==> src/rtl/clock_mode_ctrl.sv <==
// Mode and alarm controller for a digital clock. It synchronizes the buttons,
// runs the RUN/TSET/ASET and IDLE/RING FSMs, and drives the counter enables.
module clock_mode_ctrl #(
  parameter int unsigned IDLE_TIMEOUT = 30,
  parameter int unsigned BUZZ_SEC     = 60
) (
  input  logic       clk,
  input  logic       rst,
  input  logic       tick,
  input  logic       timeset,
  input  logic       alarmset,
  input  logic       minadv,
  input  logic       hrsadv,
  input  logic       alarmon,
  input  logic       szero,
  input  logic       mzero,
  input  logic       alarm_match,
  output logic       sec_en,
  output logic       tmen,
  output logic       then,
  output logic       amen,
  output logic       ahen,
  output logic       sec_clr,
  output logic       disp_alarm,
  output logic [1:0] mode,
  output logic       buzz
);

  typedef enum logic [1:0] {RUN = 2'b00, TSET = 2'b01, ASET = 2'b10} mode_t;
  typedef enum logic {IDLE = 1'b0, RING = 1'b1} alarm_t;

  localparam logic [7:0] IDLE_LIM = 8'(IDLE_TIMEOUT);
  localparam logic [7:0] BUZZ_LIM = 8'(BUZZ_SEC);

  // Bit order: {alarmon, hrsadv, minadv, alarmset, timeset}
  logic [4:0] raw, s1, s2, s3, edges;
  logic       ts_e, as_e, btn_e, minadv_s, hrsadv_s, alarmon_s;

  mode_t      mode_q, mode_nxt;
  alarm_t     al_q, al_nxt;
  logic [7:0] idle_q, idle_nxt, bcnt_q, bcnt_nxt;
  logic       match_q, match_rise, sec_clr_q;

  assign raw        = {alarmon, hrsadv, minadv, alarmset, timeset};
  assign edges      = s2 & ~s3;
  assign ts_e       = edges[0];
  assign as_e       = edges[1];
  assign btn_e      = |edges[3:0];
  assign minadv_s   = s2[2];
  assign hrsadv_s   = s2[3];
  assign alarmon_s  = s2[4];
  assign match_rise = alarm_match & ~match_q;

  always_ff @(posedge clk or posedge rst) begin
    if (rst) begin
      s1        <= '0;
      s2        <= '0;
      s3        <= '0;
      mode_q    <= RUN;
      al_q      <= IDLE;
      idle_q    <= '0;
      bcnt_q    <= '0;
      match_q   <= 1'b0;
      sec_clr_q <= 1'b0;
    end else begin
      s1        <= raw;
      s2        <= s1;
      s3        <= s2;
      mode_q    <= mode_nxt;
      al_q      <= al_nxt;
      idle_q    <= idle_nxt;
      bcnt_q    <= bcnt_nxt;
      match_q   <= alarm_match;
      sec_clr_q <= (mode_q == TSET) && (mode_nxt == RUN);
    end
  end

  // Idle counter is held at zero in RUN, so every set-mode entry starts fresh.
  always_comb begin
    mode_nxt = mode_q;
    idle_nxt = idle_q;
    unique case (mode_q)
      RUN: begin
        idle_nxt = '0;
        if (ts_e)      mode_nxt = TSET;
        else if (as_e) mode_nxt = ASET;
      end
      TSET:    if (ts_e) mode_nxt = RUN;
      ASET:    if (as_e) mode_nxt = RUN;
      default: mode_nxt = RUN;
    endcase
    if (mode_q != RUN) begin
      if (minadv_s || hrsadv_s) begin
        idle_nxt = '0;
      end else if (tick) begin
        if (idle_q + 8'd1 == IDLE_LIM) begin
          mode_nxt = RUN;
          idle_nxt = '0;
        end else begin
          idle_nxt = idle_q + 8'd1;
        end
      end
    end
  end

  always_comb begin
    al_nxt   = al_q;
    bcnt_nxt = bcnt_q;
    unique case (al_q)
      IDLE: begin
        bcnt_nxt = '0;
        if (alarmon_s && (mode_q != ASET) && match_rise) al_nxt = RING;
      end
      RING: begin
        if (!alarmon_s || btn_e || (mode_nxt == ASET)) begin
          al_nxt   = IDLE;
          bcnt_nxt = '0;
        end else if (tick) begin
          if (bcnt_q + 8'd1 == BUZZ_LIM) begin
            al_nxt   = IDLE;
            bcnt_nxt = '0;
          end else begin
            bcnt_nxt = bcnt_q + 8'd1;
          end
        end
      end
      default: al_nxt = IDLE;
    endcase
  end

  always_comb begin
    sec_en = 1'b0;
    tmen   = 1'b0;
    then   = 1'b0;
    amen   = 1'b0;
    ahen   = 1'b0;
    if (mode_q == TSET) begin
      tmen = tick & minadv_s;
      then = tick & hrsadv_s;
    end else begin
      sec_en = tick;
      tmen   = tick & szero;
      then   = tick & szero & mzero;
      if (mode_q == ASET) begin
        amen = tick & minadv_s;
        ahen = tick & hrsadv_s;
      end
    end
  end

  assign sec_clr    = sec_clr_q;
  assign disp_alarm = (mode_q == ASET);
  assign mode       = mode_q;
  assign buzz       = (al_q == RING);

endmodule

==> config.mk <==
export PLATFORM = sky130hd
export DESIGN_NAME = clock_mode_ctrl
export DESIGN_NICKNAME = d
export VERILOG_FILES = /design/src/rtl/clock_mode_ctrl.sv
export SDC_FILE = /design/constraint.sdc
export NUM_CORES = 1
export LEC_CHECK = 0
export ABC_AREA = 1
export CAP_MARGIN = 25
export CORE_MARGIN = 2
export CORE_UTILIZATION = 25
export CTS_BUF_LIST = sky130_fd_sc_hd__clkbuf_16
export DETAILED_ROUTE_END_ITERATION = 12
export PLACE_DENSITY = 0.49
export SYNTH_ARGS = -nofsm -noshare
export SYNTH_HDL_FRONTEND = slang
export SYNTH_SLANG_ARGS = --single-unit
==> constraint.sdc <==
create_clock -name clk -period 2.6 [get_ports clk]
set_clock_uncertainty 0.05 [all_clocks]
set_input_delay 0.52 -clock clk [delete_from_list [all_inputs] [get_ports clk]]
set_output_delay 0.52 -clock clk [all_outputs]
set_load 0.1 [all_outputs]
## Word level (Yosys, flattened, before mapping)

Cells that the tools add are included.

| word-level totals | value |
|---|---|
| flip-flop bits (word level) | 35 |
| input port bits | 11 |
| output and inout bits | 10 |
| word-level logic and storage cells | 68 |

| cells by class | value |
|---|---|
| $add $sub $neg | 2 |
| equal/unequal tests | 7 |
| multiplexer cells | 30 |
| bitwise gates (word level) | 9 |
| reductions and logical operators | 11 |

Operators by type and width:

| operator | number |
|---|---|
| two-way mux 8 bit | 8 |
| adder 8 x 1 -> 8 bit, second input constant | 2 |
| two-way mux 2 bit | 8 |
| case mux 8 bit (2 select lines) | 1 |
| two-way mux 1 bit | 11 |
| == test 8 x 5 -> 1 bit, second input constant | 1 |
| == test 8 x 6 -> 1 bit, second input constant | 1 |
| case mux 2 bit (3 select lines) | 1 |
| bitwise AND 1 bit | 5 |
| bitwise AND 4 bit | 1 |
| == test 2 bit, second input constant | 2 |
| logical NOT 2 bit | 2 |
| inverter 4 bit | 1 |
| OR reduction 4 bit | 1 |
| logical AND 1 bit | 3 |
| logical OR 1 bit | 3 |
| inequality test 3 x 2 -> 1 bit, second input constant | 1 |
| == test 2 x 1 -> 1 bit, second input constant | 1 |
| inequality test 2 bit, second input constant | 1 |
| inverter 1 bit | 2 |
| case mux 1 bit (2 select lines) | 1 |
| nonzero test 2 bit | 1 |
| logical NOT 1 bit | 1 |

## Depth between registers and ports, before layout

| logic depth | value |
|---|---|
| depth after elaboration | 13 |
| depth in mapped cells | 11 |
| gate-level depth less buffers | 11 |

## Worst setup path before layout

OpenSTA, ideal clock, no wires.

| timing | value |
|---|---|
| path type | flip-flop to output port |
| start | reg mode_q[1], in the netlist mode[1] |
| end | out ahen |
| data arrival time | 4721 ps |
| required time | 2030 ps |
| setup slack | -2691 ps |
| stages on the path, launching flop included | 5 |
| path buffers | 0 |
| path through | dfrtp_1 inv_1 nor2_1 inv_1 nor3_1 |

| between the ends | value |
|---|---|
| word-level cells in the longest chain between the ends | 3 |
| elaborated cells on any way between the ends | 4 |
| classes of those cells | eq/ne: 2; mux: 2 |

Ends and longest elaborated chain:

| element | line | source |
|---|---|---|
| start: declaration | 39 | `mode_t mode_q, mode_nxt;` |
| start signal: assignment | 69 | `mode_q <= mode_nxt;` |
| == test 2 bit | n/a |  |
| via disp_alarm | 24 | `output logic disp_alarm,` |
| two-way mux 1 bit | 144 | `if (mode_q == ASET) begin` |
| two-way mux 1 bit | 137 | `if (mode_q == TSET) begin` |
| end: declaration | 22 | `output logic ahen,` |

The timed path passes the listed nets, and every way through them passes these cells.

## Worst setup path after layout

| timing | value |
|---|---|
| start | in tick |
| end | out tmen |

| between the ends | value |
|---|---|
| word-level cells in the longest chain between the ends | 2 |
| elaborated cells on any way between the ends | 3 |
| classes of those cells | mux: 1; bitwise: 2 |

Ends and longest elaborated chain:

| element | line | source |
|---|---|---|
| start: declaration | 9 | `input logic tick,` |
| bitwise AND 1 bit, on equally long branches | 142, 138 |  |
| two-way mux 1 bit * | 137 |  |
| end: declaration | 19 | `output logic tmen,` |

Every way passes the cells marked *; elsewhere a longest branch is shown, timed or not.

==> flow_summary_export.csv <==
group,metric,value,unit
worst_setup_path,r2r.worst_path.cells,9,
worst_setup_path,cp.arrival,1830,ps
routing,wl,3610,um
place,dp_hpwl,2660,um
floorplan,die_area,7750,um2
timing,tightestPinTransition,479,ps
final_layout,syn2layout_area_growth,33.9,%
power_and_ir_drop,peakVddDrop,389,uV
timing,fin_ws,199,ps
clocking,postCtsSetupBuffers,0,
logic_synthesis,synthCells,223,
worst_hold_path,min_path_type,"flip-flop to flip-flop",
power_and_ir_drop,seqPwrFrac,0.330,
logic_synthesis,syn_area,1770,um2
global_route,grt-busiest-layer,"met2",
clocking,cts-root-buf,"clkbuf_16",
logic_synthesis,yosysWarningCount,0,
power_and_ir_drop,power,1.89,mW
power_and_ir_drop,cell_internal_pwr,1.12,mW
floorplan,initial_core_util,0.258,
power_and_ir_drop,combPwrFrac,0.355,
timing,relSlewSlack,0.677,
timing,period_share,0.923,
flow_run,cap_viol_max_count,0,
timing,rsz0062_at_grt,"false",
timing,setup_viol,0,
global_route,grtUsageTotal,0.107,
clocking,clkLatencyLatePin,280,ps
final_layout,nNetsFinal,266,
logic_synthesis,ys_seq_elements,35,
worst_setup_path,cp-start-kind,"input port",
routing,drt_iter0_drc,65,
power_and_ir_drop,p_leak,1.06,nW
worst_setup_path,critPathMaxFanout,4,
timing,max_freq,417,MHz
floorplan,chipWidth,88.0,um
routing,first_pass_iters,4,
power_and_ir_drop,pwr-share-clk,0.315,
worst_setup_path,path_class,"input port to output port",
global_route,use_met3,0.0320,
clocking,cts_hold_buf,0,
clocking,htreeDepth,2,
final_layout,fillerInstances,738,
global_route,grt_pass1_wl,6400,um
floorplan,core-area,6830,um2
clocking,cts_resized,0,
clocking,clkSinkCount,35,
logic_synthesis,seq_area_frac_synth,0.496,
final_layout,multi_input_area,796,um2
clocking,clockBufferDepth,2,
global_route,antenna_found_initial,0,
global_route,gr-total-overflow,0,
global_route,use_met2,0.182,
global_route,grt_max_degree,36,
clocking,clk_pin_slew_worst_paths,60,ps
final_layout,num_antenna_cells,0,
power_and_ir_drop,swShare,0.408,
timing,min_period,2400,ps
floorplan,rows,30,
clocking,cts_tree,"yes",
global_route,grt_pass1_vias,1397,
final_layout,drive_above_1_share,0.171,
logic_synthesis,postSynthAreaPerCell,7.92,um2
worst_setup_path,crit_path_end_kind,"output port",
routing,drc,0,
clocking,cts-buffers-inserted,5,
routing,via_per_inst,4.27,
place,gp_congestion,0.756,
routing,ant_nets,0,
run_status,status,"complete, no violations",
power_and_ir_drop,power.density,800,nW/um2
routing,wire_per_inst,10.4,um
timing,hold_viol,0,
global_route,use_met1,0.129,
worst_hold_path,whs_path_depth,0,
place,place_ws,178,ps
power_and_ir_drop,p_switching,773,uW
worst_setup_path,required,2030,ps
floorplan,ios,21,
final_layout,ff_latch_area,881,um2
floorplan,die_h,88.0,um
logic_synthesis,yosysUniqueCellTypes,27,
logic_synthesis,synth_nets,238,
place,portBuffers,20,
timing,drv_slew,0,
routing,vias,1486,
## kinds of logic (layout without fill, tap and decap cells)
logic type,count (synthesis),in the layout,synth area share
buffers and inverters,42,71,0.0900
and+or+nand+nor,115,115,0.294
DFF,35,35,0.496
adders and majority gates,4,4,0.0283
AOI/OAI and AO/OA,26,26,0.0865
xor gates and xnor gates,1,1,0.00496
## metrics by stage
step | instances | hold slack, ps | area (um2) | utilization | setup TNS [ps]
floorplan | 223 | 281 | 1840 | - | -225
global placement | 340 | 285 | 2220 | 0.324 | 0
detailed placement | 340 | 286 | 2220 | 0.324 | 0
CTS | 348 | 300 | 2360 | 0.346 | 0
global route | 348 | 313 | 2360 | 0.346 | 0
finish | 348 | 297 | 2360 | 0.346 | 0
## placed cells by master, fill, tap and decap left out, types with 2 or more instances in the layout
| master | netlist | final |
|---|---|---|
| nor2_1 | 22 | 20 |
| nand4_1 | 10 | 10 |
| a21oi_1 | 12 | 12 |
| clkbuf_16 | 0 | 5 |
| nand3_1 | 17 | 17 |
| nor2_4 | 0 | 2 |
| nor3_4 | 0 | 2 |
| inv_4 | 0 | 2 |
| nand2_1 | 56 | 56 |
| buf_4 | 0 | 9 |
| ha_1 | 4 | 4 |
| inv_1 | 37 | 35 |
| o21ai_0 | 5 | 5 |
| dfrtp_1 | 35 | 33 |
| nor2_2 | 2 | 2 |
| nand3_2 | 2 | 2 |
| a21oi_2 | 3 | 3 |
| clkdlybuf4s50_1 | 0 | 10 |
| clkinvlp_4 | 0 | 2 |
| o31ai_4 | 0 | 2 |
| buf_12 | 0 | 5 |
## worst max-delay path, stage by stage
cell and delay, ps:
clkdlybuf4s50_1 510, clkinv_1 160, buf_4 210, o31ai_4 220
buf_12 210
## synthesized netlist by cell type, drive strengths merged
master,n,share of area
a21oi,15,0.049
nand4,10,0.035
inv,38,0.081
buf,1,0.0028
a22oi,1,0.0043
or2,1,0.0035
nor4,1,0.0035
o21ai,6,0.017
nor3,2,0.0057
clkbuf,2,0.0043
xor2,1,0.0050
nand3,20,0.069
o22ai,1,0.0035
nor2,24,0.054
clkinv,1,0.0021
o31ai,2,0.0085
ha,4,0.028
nand2,57,0.12
dfrtp,35,0.50
o21bai,1,0.0043
## metal layers
metal	wire length [um]	vias to the layer above
li1	-	770
met1	1670	698
met2	1800	13
met3	89	5
met4	57	0
met5	0	-
## power by group through the flow
stage | Combinational, mW | Sequential [mW] | Clock, mW
floorplan | 0.337 | 0.797 | 0
global placement | 0.677 | 0.637 | 0
detailed placement | 0.679 | 0.637 | 0
CTS | 0.680 | 0.627 | 0.619
global route | 0.708 | 0.633 | 0.646
finish | 0.671 | 0.625 | 0.596
## path summary, 6_finish.rpt
kind                                           from                     to  slack (ps)
max in group asynchronous                       rst      mode[1]$_DFF_PP0_        1550
worst min register to register      s1[2]$_DFF_PP0_        s2[2]$_DFF_PP0_         300
worst max-delay path                           tick                   tmen         200
min in group asynchronous                       rst  bcnt_q[6]$_DFFE_PP0P_         590
worst max register to register  idle_q[0]$_DFF_PP0_  bcnt_q[2]$_DFFE_PP0P_         770
worst min-delay path                s1[2]$_DFF_PP0_        s2[2]$_DFF_PP0_         300
## cell type report
cell class                      count  share of cell area
Clock buffer                        5              0.0529
Clock inverter                      3              0.0101
Inverter                           39              0.0640
Multi-Input combinational cell    146               0.337
Sequential cell                    35               0.372
Tap cell                           96              0.0508
Timing Repair Buffer               24               0.113
## sequential cells by signal (all words and copies together) (netlist names)
name,cells
s1,5
match_q,1
idle_q,8
mode,2
sec_clr,1
bcnt_q,8
s2,5
s3,4
buzz,1
Note: power is estimated with default switching activity, not from simulation.
